File: src/rtl/btn_pkg.sv
// Shared types and default timing constants for the push-button input blocks.
package btn_pkg;

  typedef enum logic [1:0] {
    ST_IDLE      = 2'd0,
    ST_PRESS_CHK = 2'd1,
    ST_PRESSED   = 2'd2,
    ST_REL_CHK   = 2'd3
  } btn_state_e;

  localparam int unsigned DEBOUNCE_CYCLES_DFLT = 500000;
  localparam int unsigned REPEAT_DELAY_DFLT    = 25000000;
  localparam int unsigned REPEAT_PERIOD_DFLT   = 10000000;

endpackage

File: src/rtl/sync_2ff.sv
// Two-flop synchronizer for a single asynchronous level into the clk domain.
// Latency: 2 cycles. Backpressure: none, free-running.
module sync_2ff (
  input  logic clk,
  input  logic rst_n,
  input  logic d,
  output logic q
);

  logic meta;

  always_ff @(posedge clk or negedge rst_n) begin
    if (!rst_n) begin
      meta <= 1'b0;
      q    <= 1'b0;
    end else begin
      meta <= d;
      q    <= meta;
    end
  end

endmodule

File: src/rtl/button_pulse_gen.sv
// Debounced push-button to one-cycle press strobe (optional auto-repeat under AUTO_REPEAT_EN).
// Latency: pulse high DEBOUNCE_CYCLES+2 edges after the first high sample. Backpressure: none.
module button_pulse_gen
  import btn_pkg::*;
#(
  parameter int unsigned DEBOUNCE_CYCLES = DEBOUNCE_CYCLES_DFLT,
  parameter int unsigned REPEAT_DELAY    = REPEAT_DELAY_DFLT,
  parameter int unsigned REPEAT_PERIOD   = REPEAT_PERIOD_DFLT
) (
  input  logic clk,
  input  logic rst_n,
  input  logic btn_raw,
  output logic pulse,
  output logic btn_level
);

  localparam int CW = $clog2(DEBOUNCE_CYCLES);
  localparam logic [CW-1:0] CNT_LAST = CW'(DEBOUNCE_CYCLES - 1);

  logic          btn_s;
  btn_state_e    state, state_nxt;
  logic [CW-1:0] cnt, cnt_nxt;
  logic          accept;
  logic          pulse_nxt;

  sync_2ff u_sync (
    .clk   (clk),
    .rst_n (rst_n),
    .d     (btn_raw),
    .q     (btn_s)
  );

  always_comb begin
    state_nxt = state;
    cnt_nxt   = cnt;
    accept    = 1'b0;
    case (state)
      ST_IDLE: begin
        if (btn_s) begin
          state_nxt = ST_PRESS_CHK;
          cnt_nxt   = '0;
        end
      end
      ST_PRESS_CHK: begin
        if (!btn_s) begin
          state_nxt = ST_IDLE;
        end else if (cnt == CNT_LAST) begin
          state_nxt = ST_PRESSED;
          accept    = 1'b1;
        end else begin
          cnt_nxt = cnt + CW'(1);
        end
      end
      ST_PRESSED: begin
        if (!btn_s) begin
          state_nxt = ST_REL_CHK;
          cnt_nxt   = '0;
        end
      end
      ST_REL_CHK: begin
        // A high sample here is release bounce: resume PRESSED without a new strobe.
        if (btn_s) begin
          state_nxt = ST_PRESSED;
        end else if (cnt == CNT_LAST) begin
          state_nxt = ST_IDLE;
        end else begin
          cnt_nxt = cnt + CW'(1);
        end
      end
      default: state_nxt = ST_IDLE;
    endcase
  end

`ifdef AUTO_REPEAT_EN
  localparam int unsigned RPT_MAX = (REPEAT_DELAY > REPEAT_PERIOD) ? REPEAT_DELAY : REPEAT_PERIOD;
  localparam int RW = $clog2(RPT_MAX + 1);

  logic [RW-1:0] rpt_cnt;
  logic [RW-1:0] rpt_tgt;
  logic          rpt_first;
  logic          rpt_fire;

  // First repeat waits REPEAT_DELAY PRESSED cycles, later ones REPEAT_PERIOD.
  assign rpt_tgt  = rpt_first ? RW'(REPEAT_DELAY - 1) : RW'(REPEAT_PERIOD - 1);
  assign rpt_fire = (state == ST_PRESSED) && (rpt_cnt == rpt_tgt);

  always_ff @(posedge clk or negedge rst_n) begin
    if (!rst_n) begin
      rpt_cnt   <= '0;
      rpt_first <= 1'b1;
    end else if (state_nxt == ST_IDLE) begin
      rpt_cnt   <= '0;
      rpt_first <= 1'b1;
    end else if (rpt_fire) begin
      rpt_cnt   <= '0;
      rpt_first <= 1'b0;
    end else if (state == ST_PRESSED) begin
      rpt_cnt <= rpt_cnt + RW'(1);
    end
  end

  assign pulse_nxt = accept | rpt_fire;
`else
  assign pulse_nxt = accept;
`endif

  always_ff @(posedge clk or negedge rst_n) begin
    if (!rst_n) begin
      state     <= ST_IDLE;
      cnt       <= '0;
      pulse     <= 1'b0;
      btn_level <= 1'b0;
    end else begin
      state     <= state_nxt;
      cnt       <= cnt_nxt;
      pulse     <= pulse_nxt;
      btn_level <= (state_nxt == ST_PRESSED) || (state_nxt == ST_REL_CHK);
    end
  end

endmodule

File: config.mk
export PLATFORM = sky130hd
export DESIGN_NAME = button_pulse_gen
export DESIGN_NICKNAME = d
export VERILOG_FILES = /design/src/rtl/btn_pkg.sv /design/src/rtl/sync_2ff.sv /design/src/rtl/button_pulse_gen.sv
export SDC_FILE = /design/constraint.sdc
export NUM_CORES = 1
export LEC_CHECK = 0
export CORE_MARGIN = 10
export CORE_UTILIZATION = 35
export CTS_BUF_LIST = sky130_fd_sc_hd__clkbuf_4 sky130_fd_sc_hd__clkbuf_8 sky130_fd_sc_hd__clkbuf_16
export CTS_CLUSTER_DIAMETER = 30
export CTS_CLUSTER_SIZE = 25
export DETAILED_ROUTE_END_ITERATION = 6
export SETUP_SLACK_MARGIN = 0.2
export SYNTH_ARGS = -nofsm -noshare
export SYNTH_HDL_FRONTEND = slang
export SYNTH_HIERARCHICAL = 1
export SYNTH_SLANG_ARGS = --single-unit
File: constraint.sdc
create_clock -name clk -period 1.45 [get_ports clk]
set_input_delay 0.3625 -clock clk [delete_from_list [all_inputs] [get_ports clk]]
set_output_delay 0.3625 -clock clk [all_outputs]
set_load 0.01 [all_outputs]
# == After elaboration in Yosys (flattened, before gate mapping) ==
# Index checks and enable logic that the tools add are counted.
# op_classes
add_sub_neg,1
eq_ne,10
mux,16
n_reduce_logical,3
# ops
op,n
2-to-1 mux 19 bit,5
one-hot mux 19 bit (4 select lines),1
adder 19 x 1 -> 19 bit (second input constant),1
== test 19 bit (second input constant),1
2-to-1 mux 2 bit,6
== test 2 bit (second input constant),4
one-hot mux 2 bit (4 select lines),1
!= test 2 x 1 -> 1 bit (second input constant),2
!= test 2 bit (second input constant),2
AND reduction 4 bit,1
2-to-1 mux 1 bit,3
== test 2 x 1 -> 1 bit (second input constant),1
logical NOT 2 bit,1
logical OR 1 bit,1
# totals
ff_bits,25
input_bits,3
out_inout_bits,2

# == Longest topological paths before layout ==
# Gate-level depths: netlist (run 1).
# depth
depth_word,6
depth_mapped,6
depth_no_buf,5

# == Hierarchy ==
# The synthesis (run 1) kept the hierarchy.
# by_module_without_submodules
module,n_inst,cells_per_inst,area_each_um2,seq_area_each_um2
button_pulse_gen,1,151,1441.4,550.5
sync_2ff,1,2,50.0,50.0

# == Least setup slack after synthesis (run 1) ==
# OpenSTA, ideal clock, no wires.
# synth_path
path_kind,reg-to-reg
start,reg cnt[0]
end,reg btn_level
setup_time_ps,125
t_arrival_ps,1472
slack_ps,-147
path_stages_with_launch,6
synth_period_minus_slack_ps,1597
cell_sequence,dfrtp_1 ha_1 and4_1 nand4_2 nor2_1 mux2_2
# synth_via
elab_chain_len,6
word_cells_on_any_way,9
cone_classes,eq/ne: 3; mux: 5; reduce/logical: 1
# synth_rtl
element,line_no,text
start: declaration,button_pulse_gen.sv:22,"logic [CW-1:0] cnt, cnt_nxt;"
start signal: assignment,button_pulse_gen.sv:115,cnt <= cnt_nxt;
== test 19 bit *,"button_pulse_gen.sv:47, button_pulse_gen.sv:64",
"2-to-1 mux 2 bit, on equally long branches","button_pulse_gen.sv:64, button_pulse_gen.sv:47",
"2-to-1 mux 2 bit, on equally long branches","button_pulse_gen.sv:62, button_pulse_gen.sv:45",
one-hot mux 2 bit (4 select lines) *,button_pulse_gen.sv:37,case (state)
via state_nxt[1],button_pulse_gen.sv:21,"btn_state_e state, state_nxt;"
== test 2 bit,button_pulse_gen.sv:117,btn_level <= (state_nxt == ST_PRESSED) || (state_nxt == ST_REL_CHK);
logical OR 1 bit *,button_pulse_gen.sv:117,
end signal: assignment,button_pulse_gen.sv:117,
end: declaration,button_pulse_gen.sv:14,output logic btn_level
# The timed path passes the listed nets; every way through them passes the cells marked *.
# A chain may end at the register's enable or synchronous reset.

# == Worst setup path after layout (run 1) ==
# layout_path
start,reg cnt[12]
end,reg cnt[2]
# layout_via
elab_chain_len,4
word_cells_on_any_way,5
cone_classes,eq/ne: 1; mux: 4
# layout_rtl
element,line_no
== test 19 bit *,"button_pulse_gen.sv:47, button_pulse_gen.sv:64"
2-to-1 mux 19 bit *,n/a
"2-to-1 mux 19 bit, on equally long branches",n/a
one-hot mux 19 bit (4 select lines) *,n/a
# Mark *: on every way between the ends. The rest lies on a longest branch, timed or not. The select of a mux whose other input is x is not followed.

==> results.sh, run 1 <==
export IMPL_relSlewSlack=0.756
export IMPL_min_period_ns=1.62
export IMPL_hp_class="flip-flop to flip-flop"
export IMPL_leakage_nw=0.933
export IMPL_max_stage_delay_ns=0.45
export IMPL_clock_path_buffers=2
export IMPL_crit_family="simple AND/OR/NAND/NOR gates"
export IMPL_coreArea_um2=4060
export IMPL_cts_sinks=24
export IMPL_ir_drop_mv=0.497
export IMPL_violations="setup timing"
export IMPL_root_buffer="clkbuf_8"
export IMPL_report_final_slew_viol_count=0
export IMPL_synth_area_um2=1490
export IMPL_synth_cell_type_count=49
export IMPL_r2r_start="cnt[12]"
export IMPL_place_gp_congestion=0.886
export IMPL_fmax_mhz=617
export IMPL_fin_area_um2=2130
export IMPL_total_power_mw=1.35
export IMPL_dp_final_hpwl_mm=2.94
export IMPL_wirelength_mm=4.07
export IMPL_finClkSkew_ns=0.00316
export IMPL_grt_max_degree=25
export IMPL_n_antenna_cell=0
export IMPL_syn_inst=153
export IMPL_ys_top_cells_by_count="dfrtp_1 (24), nand2_1 (19), inv_1 (10), nand3_1 (9), o31ai_1 (7)"
export IMPL_synth_nets=157
export IMPL_cap_violations=0
export IMPL_placed_cell_area_um2=1930
export IMPL_crit_buf_inv=1
export IMPL_syn_to_final_growth_pct=43.1
export IMPL_slowest_stage="dfrtp_2"
export IMPL_num_rows=23
export IMPL_grt_pass1_wl_mm=7.00
export IMPL_worstSetupPathType="flip-flop to flip-flop"
export IMPL_holdPathStages=0
export IMPL_synth_top_area_cell="dfrtp_1"
export IMPL_die_area_um2=7270
export IMPL_reg2reg_depth=5
export IMPL_final_hold_viol_count=0
export IMPL_worstHoldStart="u_sync/meta"
export IMPL_drc=0
export IMPL_cts_buffers=3
export IMPL_crit_chain="nor4b_4 -> buf_4 -> and4bb_2 -> a211oi_2 -> o22ai_1"
export IMPL_worstPathArrival_ns=1.81
export IMPL_crit_required_ns=1.64
export IMPL_layout_drive_gt1_share=0.457
export IMPL_ys_top_cells_by_area="dfrtp_1 (40%), nand2_1 (4.8%), o31ai_1 (3.5%), nand3_1 (3.0%), o211a_1 (2.7%)"
export IMPL_start_kind="flip-flop"
export IMPL_hold_path_end="u_sync/q"
export IMPL_cts_tree="built"
export IMPL_crit_fanout=3
export IMPL_ys_flop_type="dfrtp_1"
export IMPL_ant_nets=0
export IMPL_first_iter_violations=110
export IMPL_layout_cells_non_filler=249
export IMPL_die_y_um=85.3
export IMPL_tns_ns=-2.29
export IMPL_place_ws_ns=-0.189
export IMPL_port_buffers=4
export IMPL_wl_per_cell_um=16.3
export IMPL_endpoint_kind="flip-flop"
export IMPL_r2r_end="cnt[2]"
export IMPL_min_period_over_period=1.12
export IMPL_post_synth_top_count_cell="dfrtp_1"
export IMPL_die_w_um=85.3
export IMPL_antenna_found_initial=0
export IMPL_hold_ws_ns=0.355
export IMPL_num_nets_final=204
export IMPL_ys_seq_area_frac=0.403
export IMPL_grt_pass1_vias=1468
export IMPL_clk_pin_slew_ns=0.09
export IMPL_clk_latency_ns=0.27
export IMPL_status="complete, but fails checks"
export IMPL_synthArstFlopShare=1.00
export IMPL_grtUsageTotal=0.115
export IMPL_p_per_area_nw_per_um2=633
export IMPL_initial_utilization=0.368
export IMPL_boundaryPins=5
export IMPL_ys_seq_elements=24
export IMPL_viasPerCell=5.76
export IMPL_fin_ws_ns=-0.171
export IMPL_dp_cells=238
export IMPL_setup_viol=21
export IMPL_synth_edf_count=0
export IMPL_final_util=0.526
export IMPL_syn_area_per_cell_um2=9.75
export IMPL_rsz0062_at_grt="yes"
export IMPL_cts_max_level=1
export IMPL_synth_top_area_share=0.403
export IMPL_tightest_slew_ns=0.363
export IMPL_routed_via_count=1435
export IMPL_grt_overflow=0
export IMPL_r2r_slack_ns=-0.17
export IMPL_dr_pass1_iters=6
export IMPL_ys_warn_count=6
[layout by cell type, fill, tap and decap left out, types with 3 or more instances in the layout]
| cell type | instances |
|---|---|
| buf_4 | 39 |
| buf_6 | 3 |
| clkbuf_8 | 4 |
| dfrtp_1 | 17 |
| dfrtp_2 | 7 |
| inv_1 | 10 |
| nand2_1 | 19 |
| nand2b_1 | 3 |
| nand3_1 | 7 |
| nand4_1 | 4 |
| nor2_1 | 3 |
| nor4_1 | 4 |
| o211a_1 | 4 |
| o21a_1 | 3 |
| o21ai_0 | 5 |
| o21ai_1 | 4 |
| o31a_1 | 3 |
| o31ai_1 | 4 |
[worst max path at each step]
stage	slack, ns	cells past startpoint	start	to
floorplan	-0.05	5	cnt[0]	btn_level
global placement	-0.19	4	cnt[1]	cnt[14]
detailed placement	-0.19	4	cnt[1]	cnt[14]
CTS	-0.13	4	cnt[11]	cnt[7]
global route	-0.21	5	cnt[12]	cnt[1]
finish	-0.17	5	cnt[12]	cnt[2]
[worst register-to-register path: cells and delay by family, from the launching register on]
family / cells / cell delay (ns)
flip-flops: 1 / 0.45
AO/OA/AOI/OAI: 2 / 0.27
AND/OR/NAND/NOR: 2 / 0.65
buffers and inverters: 1 / 0.17
[cell type report]
| type | count | area, um^2 |
|---|---|---|
| repair buffers | 47 | 377 |
| flip-flops and latches | 24 | 609 |
| fillers | 344 | 1920 |
| inverters | 10 | 37.5 |
| multi-input cells | 114 | 993 |
| clock buffers | 4 | 55.1 |
| well taps | 50 | 62.6 |
[report_power, final]
| group | internal [mW] | switching, mW | total, mW |
|---|---|---|---|
| registers | 0.686 | 0.0179 | 0.704 |
| logic | 0.0795 | 0.0907 | 0.170 |
| clock network | 0.243 | 0.234 | 0.478 |
[kinds of logic after synthesis]
logic type | Yosys count | synth area share
AND/OR/NAND/NOR | 62 | 0.262
AO/OA/AOI/OAI | 46 | 0.241
flip-flops | 24 | 0.403
buffers and inverters | 15 | 0.0487
multiplexers | 3 | 0.0210
XOR/XNOR | 2 | 0.0168
adder cells (fa/ha/maj) | 1 | 0.00839
[per-layer routing]
| metal | share of wire | track usage | vias up |
|---|---|---|---|
| met2 | 0.51 | 0.204 | 47 |
| met4 | 0.020 | 0.0464 | 0 |
| met5 | 0 | 0 | - |
| li1 | - | - | 678 |
| met1 | 0.43 | 0.135 | 699 |
| met3 | 0.044 | 0.0153 | 11 |
[repair_timing]
item / 4_1_cts / 5_1_grt
endpoints found under the hold margin: 0 / 0
setup endpoints to repair: 24 / 23
resized for setup: 13 / 17
hold buffers: 0 / 0
pin swaps: 4 / 8
setup buffers: 5 / 2
[registers in the layout (all words and copies together) (netlist names)]
register / cells
u_sync/meta: 1
btn_level: 1
u_sync/q: 1
pulse: 1
state: 1
cnt: 19
Note: power is estimated with default switching activity, not from simulation.
==> run 2, diff against run 1 <==
--- a/config.mk
+++ b/config.mk
@@ -11,6 +11,7 @@
 export CTS_CLUSTER_DIAMETER = 30
 export CTS_CLUSTER_SIZE = 25
 export DETAILED_ROUTE_END_ITERATION = 6
+export PLACE_DENSITY = 0.56
 export SETUP_SLACK_MARGIN = 0.2
 export SYNTH_ARGS = -nofsm -noshare
 export SYNTH_HDL_FRONTEND = slang
==> run 2 against run 1 <==
The run still ends with setup timing left. Sequential power about the same. Global-route usage up 0.44 points. Via count shrank 1.3%. Sequential cell count is the same. Worst hold slack got worse by 0.0019 ns. Setup slack better by 0.029 ns. Final area fell by 0.76%. Critical path type unchanged. Critical endpoint is now cnt[17]. Largest cell class unchanged. Highest routed layer unchanged.
==> results.sh, run 2 (synthesized netlist as in run 1, its figures left out) <==
export IMPL_min_period_ns=1.59
export IMPL_relSlewSlack=0.757
export IMPL_wirelength_mm=4.21
export IMPL_cts_max_level=1
export IMPL_r2r_end="cnt[17]"
export IMPL_wl_per_cell_um=16.9
export IMPL_clk_pin_slew_ns=0.09
export IMPL_final_cell_mix="buf_4 (40), nand2_1 (19), dfrtp_1 (17), inv_1 (10), nand3_1 (8)"
export IMPL_hold_buffers=0
export IMPL_die_y_um=85.3
export IMPL_largest_reg_flops=19
export IMPL_slowest_stage="dfrtp_2"
export IMPL_grt_overflow=0
export IMPL_clk_latency_ns=0.27
export IMPL_root_buffer="clkbuf_8"
export IMPL_p_per_area_nw_per_um2=616
export IMPL_setup_viol=20
export IMPL_cts_buffers=3
export IMPL_crit_required_ns=1.61
export IMPL_status="complete, but fails checks"
export IMPL_dp_final_hpwl_mm=3.05
export IMPL_place_ws_ns=-0.138
export IMPL_holdPathStages=0
export IMPL_finClkSkew_ns=0.00188
export IMPL_n_antenna_cell=0
export IMPL_routed_via_count=1417
export IMPL_hold_ws_ns=0.353
export IMPL_coreArea_um2=4060
export IMPL_antenna_found_initial=0
export IMPL_min_period_over_period=1.10
export IMPL_start_kind="flip-flop"
export IMPL_cts_sinks=24
export IMPL_drc=0
export IMPL_grt_pass1_vias=1441
export IMPL_max_stage_delay_ns=0.43
export IMPL_report_final_slew_viol_count=0
export IMPL_placed_cell_area_um2=1940
export IMPL_worstPathArrival_ns=1.75
export IMPL_hp_class="flip-flop to flip-flop"
export IMPL_endpoint_kind="flip-flop"
export IMPL_violations="setup timing"
export IMPL_crit_fanout=5
export IMPL_clock_path_buffers=2
export IMPL_leakage_nw=0.910
export IMPL_die_w_um=85.3
export IMPL_num_rows=23
export IMPL_grtUsageTotal=0.120
export IMPL_reg2reg_depth=5
export IMPL_ir_drop_mv=0.444
export IMPL_ant_nets=0
export IMPL_dr_pass1_iters=4
export IMPL_worstSetupPathType="flip-flop to flip-flop"
export IMPL_grt_max_degree=25
export IMPL_worstHoldStart="u_sync/meta"
export IMPL_hold_path_end="u_sync/q"
export IMPL_cts_tree="built"
export IMPL_rsz0062_at_grt="yes"
export IMPL_grt_pass1_wl_mm=7.25
export IMPL_die_area_um2=7270
export IMPL_place_gp_congestion=0.864
export IMPL_num_nets_final=204
export IMPL_cap_violations=0
export IMPL_final_util=0.522
export IMPL_tightest_slew_ns=0.361
export IMPL_r2r_slack_ns=-0.14
export IMPL_port_buffers=4
export IMPL_crit_family="simple AND/OR/NAND/NOR gates"
export IMPL_layout_drive_gt1_share=0.462
export IMPL_crit_chain="nor4b_4 -> nand4_4 -> o21ai_4 -> buf_4 -> o41ai_2"
export IMPL_fin_area_um2=2120
export IMPL_cp_startpoint="cnt[12]"
export IMPL_fin_ws_ns=-0.142
export IMPL_crit_buf_inv=1
export IMPL_final_hold_viol_count=0
export IMPL_first_iter_violations=97
export IMPL_total_power_mw=1.30
export IMPL_fmax_mhz=628
export IMPL_syn_to_final_growth_pct=42.0
export IMPL_initial_utilization=0.368
export IMPL_boundaryPins=5
export IMPL_r2r_start="cnt[12]"
export IMPL_mostFrequentLayoutCell="buf_4"
export IMPL_top_register="cnt"
export IMPL_viasPerCell=5.69
-- run 2: final cells by class --
| class | count | area, um^2 |
|---|---|---|
| Clock buffer | 4 | 48.8 |
| Fill cell | 361 | 1940 |
| Inverter | 10 | 37.5 |
| Multi-Input combinational cell | 114 | 987 |
| Sequential cell | 24 | 609 |
| Tap cell | 50 | 62.6 |
| Timing Repair Buffer | 47 | 373 |
-- run 2: per-layer routing --
layer / global-route usage / up-vias / wire, um / share of wire
li1: - / 674 / - / -
met1: 0.152 / 694 / 1990 / 0.47
met2: 0.196 / 34 / 2000 / 0.47
met3: 0.0229 / 15 / 120 / 0.028
met4: 0.0404 / 0 / 106 / 0.025
met5: 0 / - / 0 / 0
-- run 2: worst max-delay path by stage --
| stage | cells after the start | slack (ns) | to |
|---|---|---|---|
| 2_1_floorplan | 5 | -0.05 | btn_level |
| 4_1_cts | 6 | -0.14 | cnt[18] |
| 3_5_place_dp | 4 | -0.14 | btn_level |
| 6_report | 5 | -0.14 | cnt[17] |
| 3_3_place_gp | 4 | -0.09 | cnt[14] |
| 5_1_grt | 6 | -0.21 | cnt[17] |
-- run 2: timing repair --
| action | in CTS | in global routing |
|---|---|---|
| endpoints found under the setup margin | 24 | 23 |
| pin swaps | 5 | 4 |
| setup buffers | 2 | 3 |
| gates cloned | 0 | 0 |
| gates resized for setup | 18 | 9 |
-- run 2: power breakdown --
| group | total (mW) | switching [mW] | internal [mW] |
|---|---|---|---|
| Clock | 0.443 | 0.228 | 0.216 |
| Sequential | 0.706 | 0.0200 | 0.686 |
| Combinational | 0.155 | 0.0857 | 0.0694 |
| Total | 1.30 | 0.333 | 0.971 |
-- run 2: metrics by stage --
stage	TNS (ns)	instances
global route	-3.39	249
global placement	-0.780	240
CTS	-1.79	246
detailed placement	-1.66	240
finish	-2.13	249
floorplan	-0.353	153
